<file path="src/rtl/ps2_led_ctrl_if.sv">
// ---------------------------------------------------------------------------
// ps2_led_ctrl_if
// Bundles the byte paths around the LED sequencer:
//   scan_ready / scan_code  : bytes arriving from the PS/2 receiver
//   scan_ready_out          : gated strobe toward the scan-code decoder
//   tx_ready / tx_start /
//   tx_data                 : byte handshake with the PS/2 transmitter
// master : the LED sequencer (drives tx_start, tx_data, scan_ready_out)
// slave  : the PS/2 PHY side (drives scan_ready, scan_code, tx_ready)
// ---------------------------------------------------------------------------
interface ps2_led_ctrl_if;
  logic       scan_ready;
  logic [7:0] scan_code;
  logic       scan_ready_out;
  logic       tx_ready;
  logic       tx_start;
  logic [7:0] tx_data;

  modport master (
    input  scan_ready, scan_code, tx_ready,
    output scan_ready_out, tx_start, tx_data
  );

  modport slave (
    output scan_ready, scan_code, tx_ready,
    input  scan_ready_out, tx_start, tx_data
  );
endinterface

</file>
<file path="src/rtl/ps2_led_ctrl.sv">
// ---------------------------------------------------------------------------
// ps2_led_ctrl
// Keeps the keyboard lock LEDs in step with the requested levels by sending
// the "Set LEDs" command (0xED) followed by the LED argument byte, waiting for
// 0xFA after each byte. 0xFE or a silent keyboard triggers a bounded number
// of retransmissions before the transaction is abandoned. Acknowledge bytes
// arriving while a reply is awaited are hidden from the scan-code decoder.
//
// Ports:
//   clk                   system clock
//   reset_n               asynchronous active-low reset
//   led_scroll/num/caps   requested LED levels
//   bus (master)          receiver bytes in, gated strobe out, transmitter
//                         handshake out (see ps2_led_ctrl_if)
//   busy                  a Set-LEDs transaction is in progress
//   error                 one-cycle pulse when a transaction is abandoned
// ---------------------------------------------------------------------------
module ps2_led_ctrl #(
  parameter int ACK_TIMEOUT = 1000000,
  parameter int MAX_RETRY   = 3
) (
  input  logic          clk,
  input  logic          reset_n,
  input  logic          led_scroll,
  input  logic          led_num,
  input  logic          led_caps,
  ps2_led_ctrl_if.master bus,
  output logic          busy,
  output logic          error
);

  localparam logic [2:0] IDLE      = 3'd0;
  localparam logic [2:0] SEND_CMD  = 3'd1;
  localparam logic [2:0] WAIT_ACK1 = 3'd2;
  localparam logic [2:0] SEND_ARG  = 3'd3;
  localparam logic [2:0] WAIT_ACK2 = 3'd4;
  localparam logic [2:0] ABORT     = 3'd5;

  localparam logic [7:0] CMD_SET_LEDS = 8'hED;
  localparam logic [7:0] CODE_ACK     = 8'hFA;
  localparam logic [7:0] CODE_RESEND  = 8'hFE;
  localparam logic [7:0] CODE_BAT_OK  = 8'hAA;

  localparam int TIMER_W = (ACK_TIMEOUT > 1) ? $clog2(ACK_TIMEOUT) : 1;
  localparam int RETRY_W = (MAX_RETRY > 0) ? $clog2(MAX_RETRY + 1) : 1;

  localparam logic [TIMER_W-1:0] TIMER_LAST = TIMER_W'(ACK_TIMEOUT - 1);
  localparam logic [TIMER_W-1:0] TIMER_MAX  = {TIMER_W{1'b1}};
  localparam logic [RETRY_W-1:0] RETRY_LAST = RETRY_W'(MAX_RETRY);

  logic [2:0]         state_reg;
  logic               tx_start_reg;
  logic [7:0]         tx_data_reg;
  logic               busy_reg;
  logic               error_reg;
  logic [2:0]         last_sent_reg;
  logic [2:0]         cur_arg_reg;
  logic               force_reg;
  logic [RETRY_W-1:0] retry_reg;
  logic [TIMER_W-1:0] timer_reg;
  logic [1:0]         sync_reg;
  logic [7:0]         code_reg;

  logic [2:0] led_byte;
  logic       rx_event;
  logic       rx_bat;
  logic       in_wait;
  logic       ack_like;

  assign led_byte = {led_caps, led_num, led_scroll};

  // sync_reg[0] is the newest sample; 2'b01 is the first cycle after a rise.
  // code_reg was loaded on the same edge as sync_reg[0], so it holds the byte
  // that accompanied the rising strobe.
  assign rx_event = (sync_reg == 2'b01);
  assign rx_bat   = rx_event && (code_reg == CODE_BAT_OK);

  assign in_wait  = (state_reg == WAIT_ACK1) || (state_reg == WAIT_ACK2);
  assign ack_like = (bus.scan_code == CODE_ACK) || (bus.scan_code == CODE_RESEND);

  assign bus.scan_ready_out = bus.scan_ready & ~(in_wait & ack_like);
  assign bus.tx_start       = tx_start_reg;
  assign bus.tx_data        = tx_data_reg;
  assign busy               = busy_reg;
  assign error              = error_reg;

  always_ff @(posedge clk or negedge reset_n) begin
    if (!reset_n) begin
      state_reg     <= IDLE;
      tx_start_reg  <= 1'b0;
      tx_data_reg   <= 8'h00;
      busy_reg      <= 1'b0;
      error_reg     <= 1'b0;
      last_sent_reg <= 3'b000;
      cur_arg_reg   <= 3'b000;
      force_reg     <= 1'b1;
      retry_reg     <= '0;
      timer_reg     <= '0;
      sync_reg      <= 2'b00;
      code_reg      <= 8'h00;
    end else begin
      sync_reg     <= {sync_reg[0], bus.scan_ready};
      code_reg     <= bus.scan_code;
      tx_start_reg <= 1'b0;
      error_reg    <= 1'b0;

      // A keyboard that just finished its self-test has lost its LED state.
      if (rx_bat) begin
        force_reg <= 1'b1;
      end

      case (state_reg)
        IDLE: begin
          if (force_reg || (led_byte != last_sent_reg)) begin
            state_reg   <= SEND_CMD;
            busy_reg    <= 1'b1;
            retry_reg   <= '0;
            cur_arg_reg <= led_byte;
            // A BAT arriving on this very edge still earns a resync later.
            force_reg   <= rx_bat;
          end
        end

        SEND_CMD, SEND_ARG: begin
          if (bus.tx_ready) begin
            tx_start_reg <= 1'b1;
            tx_data_reg  <= (state_reg == SEND_CMD) ? CMD_SET_LEDS
                                                    : {5'b00000, cur_arg_reg};
            state_reg    <= (state_reg == SEND_CMD) ? WAIT_ACK1 : WAIT_ACK2;
            timer_reg    <= '0;
          end
        end

        WAIT_ACK1, WAIT_ACK2: begin
          if (timer_reg != TIMER_MAX) begin
            timer_reg <= timer_reg + 1'b1;
          end
          if (rx_event && (code_reg == CODE_ACK)) begin
            retry_reg <= '0;
            if (state_reg == WAIT_ACK1) begin
              state_reg <= SEND_ARG;
            end else begin
              last_sent_reg <= cur_arg_reg;
              busy_reg      <= 1'b0;
              state_reg     <= IDLE;
            end
          end else if ((rx_event && (code_reg == CODE_RESEND)) ||
                       (timer_reg == TIMER_LAST)) begin
            if (retry_reg == RETRY_LAST) begin
              state_reg <= ABORT;
            end else begin
              retry_reg <= retry_reg + 1'b1;
              state_reg <= (state_reg == WAIT_ACK1) ? SEND_CMD : SEND_ARG;
            end
          end
        end

        ABORT: begin
          // Record the byte as sent so a dead keyboard does not cause an
          // endless retry loop; a later LED change or BAT starts afresh.
          error_reg     <= 1'b1;
          last_sent_reg <= cur_arg_reg;
          busy_reg      <= 1'b0;
          state_reg     <= IDLE;
        end

        default: begin
          state_reg <= IDLE;
        end
      endcase
    end
  end

endmodule
</file>
<file path="src/flat_wrapper.sv">
// flat-port wrapper written by rule: the top's interface ports become plain ports
module ps2_led_ctrl_flat 
#(
  parameter int ACK_TIMEOUT = 1000000,
  parameter int MAX_RETRY   = 3
)
  (clk, reset_n, led_scroll, led_num, led_caps, busy, error, bus_scan_ready, bus_scan_code, bus_tx_ready, bus_scan_ready_out, bus_tx_start, bus_tx_data);
  ps2_led_ctrl_if bus_i ();
  input  logic clk;
  input  logic reset_n;
  input  logic led_scroll;
  input  logic led_num;
  input  logic led_caps;
  output logic busy;
  output logic error;
  input wire logic [$bits(bus_i.scan_ready)-1:0] bus_scan_ready;
  input wire logic [$bits(bus_i.scan_code)-1:0] bus_scan_code;
  input wire logic [$bits(bus_i.tx_ready)-1:0] bus_tx_ready;
  output wire logic [$bits(bus_i.scan_ready_out)-1:0] bus_scan_ready_out;
  output wire logic [$bits(bus_i.tx_start)-1:0] bus_tx_start;
  output wire logic [$bits(bus_i.tx_data)-1:0] bus_tx_data;
  assign bus_i.scan_ready = bus_scan_ready;
  assign bus_i.scan_code = bus_scan_code;
  assign bus_i.tx_ready = bus_tx_ready;
  assign bus_scan_ready_out = bus_i.scan_ready_out;
  assign bus_tx_start = bus_i.tx_start;
  assign bus_tx_data = bus_i.tx_data;
  ps2_led_ctrl #(.ACK_TIMEOUT(ACK_TIMEOUT), .MAX_RETRY(MAX_RETRY)) u_core (.clk(clk), .reset_n(reset_n), .led_scroll(led_scroll), .led_num(led_num), .led_caps(led_caps), .bus(bus_i), .busy(busy), .error(error));
endmodule
</file>
<file path="config.mk">
export PLATFORM = sky130hd
export DESIGN_NAME = ps2_led_ctrl_flat
export DESIGN_NICKNAME = d
export VERILOG_FILES = /design/src/rtl/ps2_led_ctrl_if.sv /design/src/rtl/ps2_led_ctrl.sv /design/src/flat_wrapper.sv
export SDC_FILE = /design/constraint.sdc
export NUM_CORES = 1
export LEC_CHECK = 0
export ABC_CLOCK_PERIOD_IN_PS = 2600
export CORE_AREA = 2 2 92 94
export CTS_BUF_LIST = sky130_fd_sc_hd__clkbuf_4 sky130_fd_sc_hd__clkbuf_8
export CTS_CLUSTER_DIAMETER = 100
export DETAILED_ROUTE_END_ITERATION = 16
export DIE_AREA = 0 0 94 96
export PLACE_DENSITY = 0.58
export SYNTH_ARGS = -nofsm -noshare
export SYNTH_HDL_FRONTEND = slang
export SYNTH_SLANG_ARGS = --single-unit
</file>
<file path="constraint.sdc">
create_clock -name clk -period 2.6 [get_ports clk]
set_clock_uncertainty 0.1 [all_clocks]
set_input_delay 0.65 -clock clk [delete_from_list [all_inputs] [get_ports clk]]
set_output_delay 0.65 -clock clk [all_outputs]
set_load 0.05 [all_outputs]
</file>
After elaboration in Yosys (flattened, before gate mapping) --
Cells that the tools add are included.
Cells by class: equal/unequal tests 22, muxes and demuxes 31, reduce and logical (&&, ||, !) cells 21, add/sub/neg operators 2, bitwise operators 3
Operators with widths (count):
- equality test 8 bit, second input constant | 5
- two-way mux 20 bit | 2
- case mux 20 bit (2 select lines) | 1
- two-way mux 3 bit | 8
- adder 20 x 1 -> 20 bit, second input constant | 1
- equality test 20 bit, second input constant | 1
- inequality test 20 bit, second input constant | 1
- two-way mux 2 bit | 6
- two-way mux 1 bit | 9
- case mux 3 bit (3 select lines) | 1
- AND reduction 3 bit | 3
- two-way mux 8 bit | 1
- AND reduction 4 bit | 2
- equality test 3 x 2 -> 1 bit, second input constant | 2
- equality test 3 bit, second input constant | 2
- inequality test 2 x 1 -> 1 bit, second input constant | 3
- case mux 3 bit (2 select lines) | 1
- nonzero test 2 bit | 3
- logical OR 1 bit | 4
- inequality test 2 bit, second input constant | 2
- case mux 2 bit (2 select lines) | 1
- AND reduction 2 bit | 2
- OR reduction 2 bit | 2
- equality test 3 x 1 -> 1 bit, second input constant | 1
- 12 further kinds | 15
Word-level totals: output and inout port bits 12, bits of input ports 15, logic and storage cells 91, register bits 53

Longest topological paths before layout --
depth after elaboration 6, gate-level depth with buffers 7, depth with buffers taken out 6

Least setup slack after synthesis --
OpenSTA, ideal clock, no wires.
path type flip-flop to output port, from register u_core.state_reg[1], to output bus_scan_ready_out, setup slack 475 ps, data arrival time 1375 ps, cell stages (with the launch flop) 5, buffers on the path 1, cell sequence dfrtp_1 -> nand2b_1 -> a21o_1 -> buf_2 -> o31a_1
On the way: cells in the longest elaborated chain, start to end 5
Ends and longest elaborated chain:
- from (decl) | RTL line ps2_led_ctrl.sv:51 | logic [2:0] state_reg;
- from (signal assigned) | RTL line ps2_led_ctrl.sv:129 | state_reg <= (state_reg == SEND_CMD) ? WAIT_ACK1 : WAIT_ACK2;
- from (signal assigned) | RTL line ps2_led_ctrl.sv:153 | state_reg <= (state_reg == WAIT_ACK1) ? SEND_CMD : SEND_ARG;
- equality test 3 x 2 -> 1 bit or equality test 3 bit (tied branches) | RTL line ps2_led_ctrl.sv:78 | assign in_wait = (state_reg == WAIT_ACK1) || (state_reg == WAIT_ACK2);
- logical OR 1 bit (*) | RTL line ps2_led_ctrl.sv:78
- AND 1 bit (*) | RTL line ps2_led_ctrl.sv:81 | assign bus.scan_ready_out = bus.scan_ready & ~(in_wait & ack_like);
- NOT 1 bit (*) | RTL line ps2_led_ctrl.sv:81
- AND 1 bit (*) | RTL line ps2_led_ctrl.sv:81
- to (decl) | RTL line flat_wrapper.sv:19 | output wire logic [$bits(bus_i.scan_ready_out)-1:0] bus_scan_ready_out;
Every way passes the cells marked *; elsewhere a longest branch is shown, timed or not.

Final worst setup path --
Same ends and word-level chain as after synthesis.

==> flow_metrics.tcl <==
set metrics [dict create \
    drc 0 \
    synth-edff-count 0 \
    num_vias 1928 \
    rsz0062_at_grt "false" \
    clk_pin_slew_ns 0.10 \
    slew_violations 0 \
    grt_pass1_vias 1891 \
    rr_startpoint "u_core.timer_reg[0]$_DFFE_PN0P_" \
    synth_fp_nets 260 \
    synth_xor_xnor_area_share_pct 1.39 \
    ys_ff_latch 49 \
    gp_congestion 0.819 \
    portBuffers 25 \
    clock_path_buffers 2 \
    via_per_inst 5.11 \
    io_pins 27 \
    htree_levels 2 \
    root_buffer "clkbuf_8" \
    place_hpwl_um 3790 \
    diodes 0 \
    ys_warn_count 0 \
    dpl.cell_count 369 \
    wire_per_inst_um 14.1 \
    syn_avg_cell_area_um2 10.4 \
    hold_violations 0 \
    drive_gt1_share_pct 16.9 \
    cp_max_fo 8 \
    hold_path_class "primary input to async pin" \
    numCtsBuffers 5 \
    setup_violations 0 \
    core_um2 8050 \
    antenna_found_initial 0 \
    peakVddDrop_v 0.000441 \
    syn_inst 243 \
    clkLatencyLatePin_ns 0.32 \
    clock.fmax_ghz 0.398 \
    period_minus_slack_ns 2.51 \
    cts_sinks 49 \
    p_leak_uw 0.00131 \
    synth_top_family_by_area "simple AND/OR/NAND/NOR gates" \
    die-area_um2 9020 \
    synth-main-ff-cell "dfrtp_1" \
    synth_mux_area_share_pct 4.35 \
    ctsResizeCount 2 \
    grt_pass1_wl_um 9180 \
    syn_to_final_growth_pct 18.2 \
    end_kind "output port" \
    slew_headroom_pct 64.5 \
    tritoncts "yes" \
    worstPathRequired_ns 1.85 \
    antenna_left 0 \
    largest_reg_flops 20 \
    crit_type "flop to output port" \
    r2r_slack_ns 0.35 \
    fp.dieH_um 96 \
    synth-simple-area-share_pct 22.7 \
    wirelength_um 5320 \
    postCtsHoldBufs 0 \
    synth-adder-area-share_pct 0.990 \
    drv_cap 0 \
    final_nets 288 \
    die_w_um 94 \
    status "finished clean" \
    core.rowCount 33 \
    ys_types 64 \
    netlist_area_um2 2530 \
    overflow 0 \
    r2r_cells 7 \
    grt_usage_pct 13.2 \
    p_per_area_nw_per_um2 955 \
    worst_slew_pin_slew_ns 0.526 \
    drtPass1Iterations 4 \
    ys_seq_area_share_pct 48.5 \
    timing.rr.end "u_core.timer_reg[2]$_DFFE_PN0P_" \
    cp.arrival_ns 1.76 \
    post-route-period-util_pct 96.6 \
    cp-start-kind "flop" \
    final.fill_count 827 \
    stdcell_count 377 \
    fin_util_pct 37.1 \
    synth_compound_area_share_pct 17.1 \
    post_cts_buffers 0 \
    grt_max_degree 50 \
    initial_core_util_pct 31.4 \
    async_flop_share_pct 100 \
    tns_ns 0 \
    drt-initial-drc-count 78 \
]
cell usage in the layout, fill, tap and decap left out, drive strengths merged, types with 4 or more instances in the layout:
master | synthesis | layout
nor3 | 8 | 8
nand2 | 21 | 21
and4 | 5 | 5
or3 | 7 | 7
a31oi | 10 | 10
a211o | 7 | 7
nor2 | 16 | 16
a21oi | 5 | 5
mux2 | 8 | 8
dfrtp | 48 | 48
o21ai | 12 | 12
clkdlybuf4s50 | 0 | 23
buf | 10 | 10
nand2b | 4 | 4
nand4 | 5 | 5
clkbuf | 2 | 5
a22o | 4 | 4
nand3 | 15 | 15
inv | 8 | 10
and3 | 8 | 8
layout make-up:
cell class	count	area, µm²	share of cell area [%]
flip-flops and latches	49	1230	41.1
multi-input cells	174	1190	39.8
repair buffers	33	315	10.5
well taps	105	131	4.40
clock buffers	5	68.8	2.30
inverters	8	30.0	1.00
clock inverters	3	25.0	0.837
worst max-delay path by stage:
stage,startpoint,end,slack [ns],depth (start not counted)
6_report,u_core.state_reg[1]$_DFFE_PN0P_,bus_scan_ready_out,0.09,4
5_1_grt,u_core.state_reg[2]$_DFFE_PN0P_,bus_scan_ready_out,0.01,4
4_1_cts,u_core.state_reg[1]$_DFFE_PN0P_,bus_scan_ready_out,0.004,4
3_5_place_dp,led_caps,u_core.cur_arg_reg[2]$_DFFE_PN0P_,0.04,5
3_3_place_gp,led_caps,u_core.cur_arg_reg[2]$_DFFE_PN0P_,0.06,5
2_1_floorplan,u_core.state_reg[1]$_DFFE_PN0P_,bus_scan_ready_out,0.48,4
critical path, stage by stage, from the launching register on:
cell and delay, ns:
dfrtp_2 0.48, nand2b_2 0.24, a21o_4 0.26, o31a_1 0.28
buf_4 0.19
synth_stat cells, types with 2 or more instances:
master | number | share of area [%]
dfrtp_1 | 48 | 48
nand2_1 | 21 | 3.1
nor2_1 | 15 | 2.2
nand3_1 | 14 | 2.8
o21ai_0 | 12 | 2.4
a31oi_1 | 9 | 2.2
a211o_1 | 7 | 2.4
inv_1 | 7 | 1.0
mux2_2 | 7 | 3.1
nor3_1 | 7 | 1.4
and3_1 | 6 | 1.5
a21oi_1 | 5 | 0.99
buf_4 | 5 | 1.5
or3_1 | 5 | 1.2
a22o_1 | 4 | 1.4
and4_1 | 4 | 1.4
nand2b_1 | 4 | 0.99
a21o_1 | 3 | 0.89
nand4_1 | 3 | 0.74
xor2_1 | 3 | 1.0
and3_2 | 2 | 0.59
buf_2 | 2 | 0.40
buf_6 | 2 | 0.89
clkbuf_1 | 2 | 0.30
ha_1 | 2 | 0.99
mux2i_1 | 2 | 0.79
nand4_2 | 2 | 0.99
o31a_1 | 2 | 0.69
o31ai_1 | 2 | 0.59
or4_1 | 2 | 0.59
report_power, final:
group	switching [µW]	internal, µW	total (µW)
sequential	193	928	1120
clock	279	196	476
combinational	756	503	1260
total	1230	1630	2850
cell families after synthesis:
group | after synthesis
adders and majority gates | 2
AOI/OAI and AO/OA | 57
muxes | 10
buffers and inverters | 20
other | 1
DFF | 49
and+or+nand+nor | 100
xor gates and xnor gates | 4
routing by layer:
| layer | track usage, % | share of wire (%) | up-vias |
|---|---|---|---|
| li1 | - | - | 948 |
| met1 | 17.0 | 47 | 942 |
| met2 | 21.5 | 48 | 33 |
| met3 | 2.51 | 3.3 | 5 |
| met4 | 5.92 | 1.5 | 0 |
| met5 | 0 | 0 | - |
metrics by stage:
stage	worst slack [ns]	area (µm²)	total power (µW)	hold WS, ns
5_1_grt	0.0123	2990	3060	0.215
3_5_place_dp	0.0416	2880	2380	0.283
6_report	0.0879	2990	2850	0.204
2_1_floorplan	0.475	2530	2050	0.254
4_1_cts	0.00419	2980	2870	0.215
3_3_place_gp	0.0612	2880	2360	0.278
(Power assumes the default switching activity.)
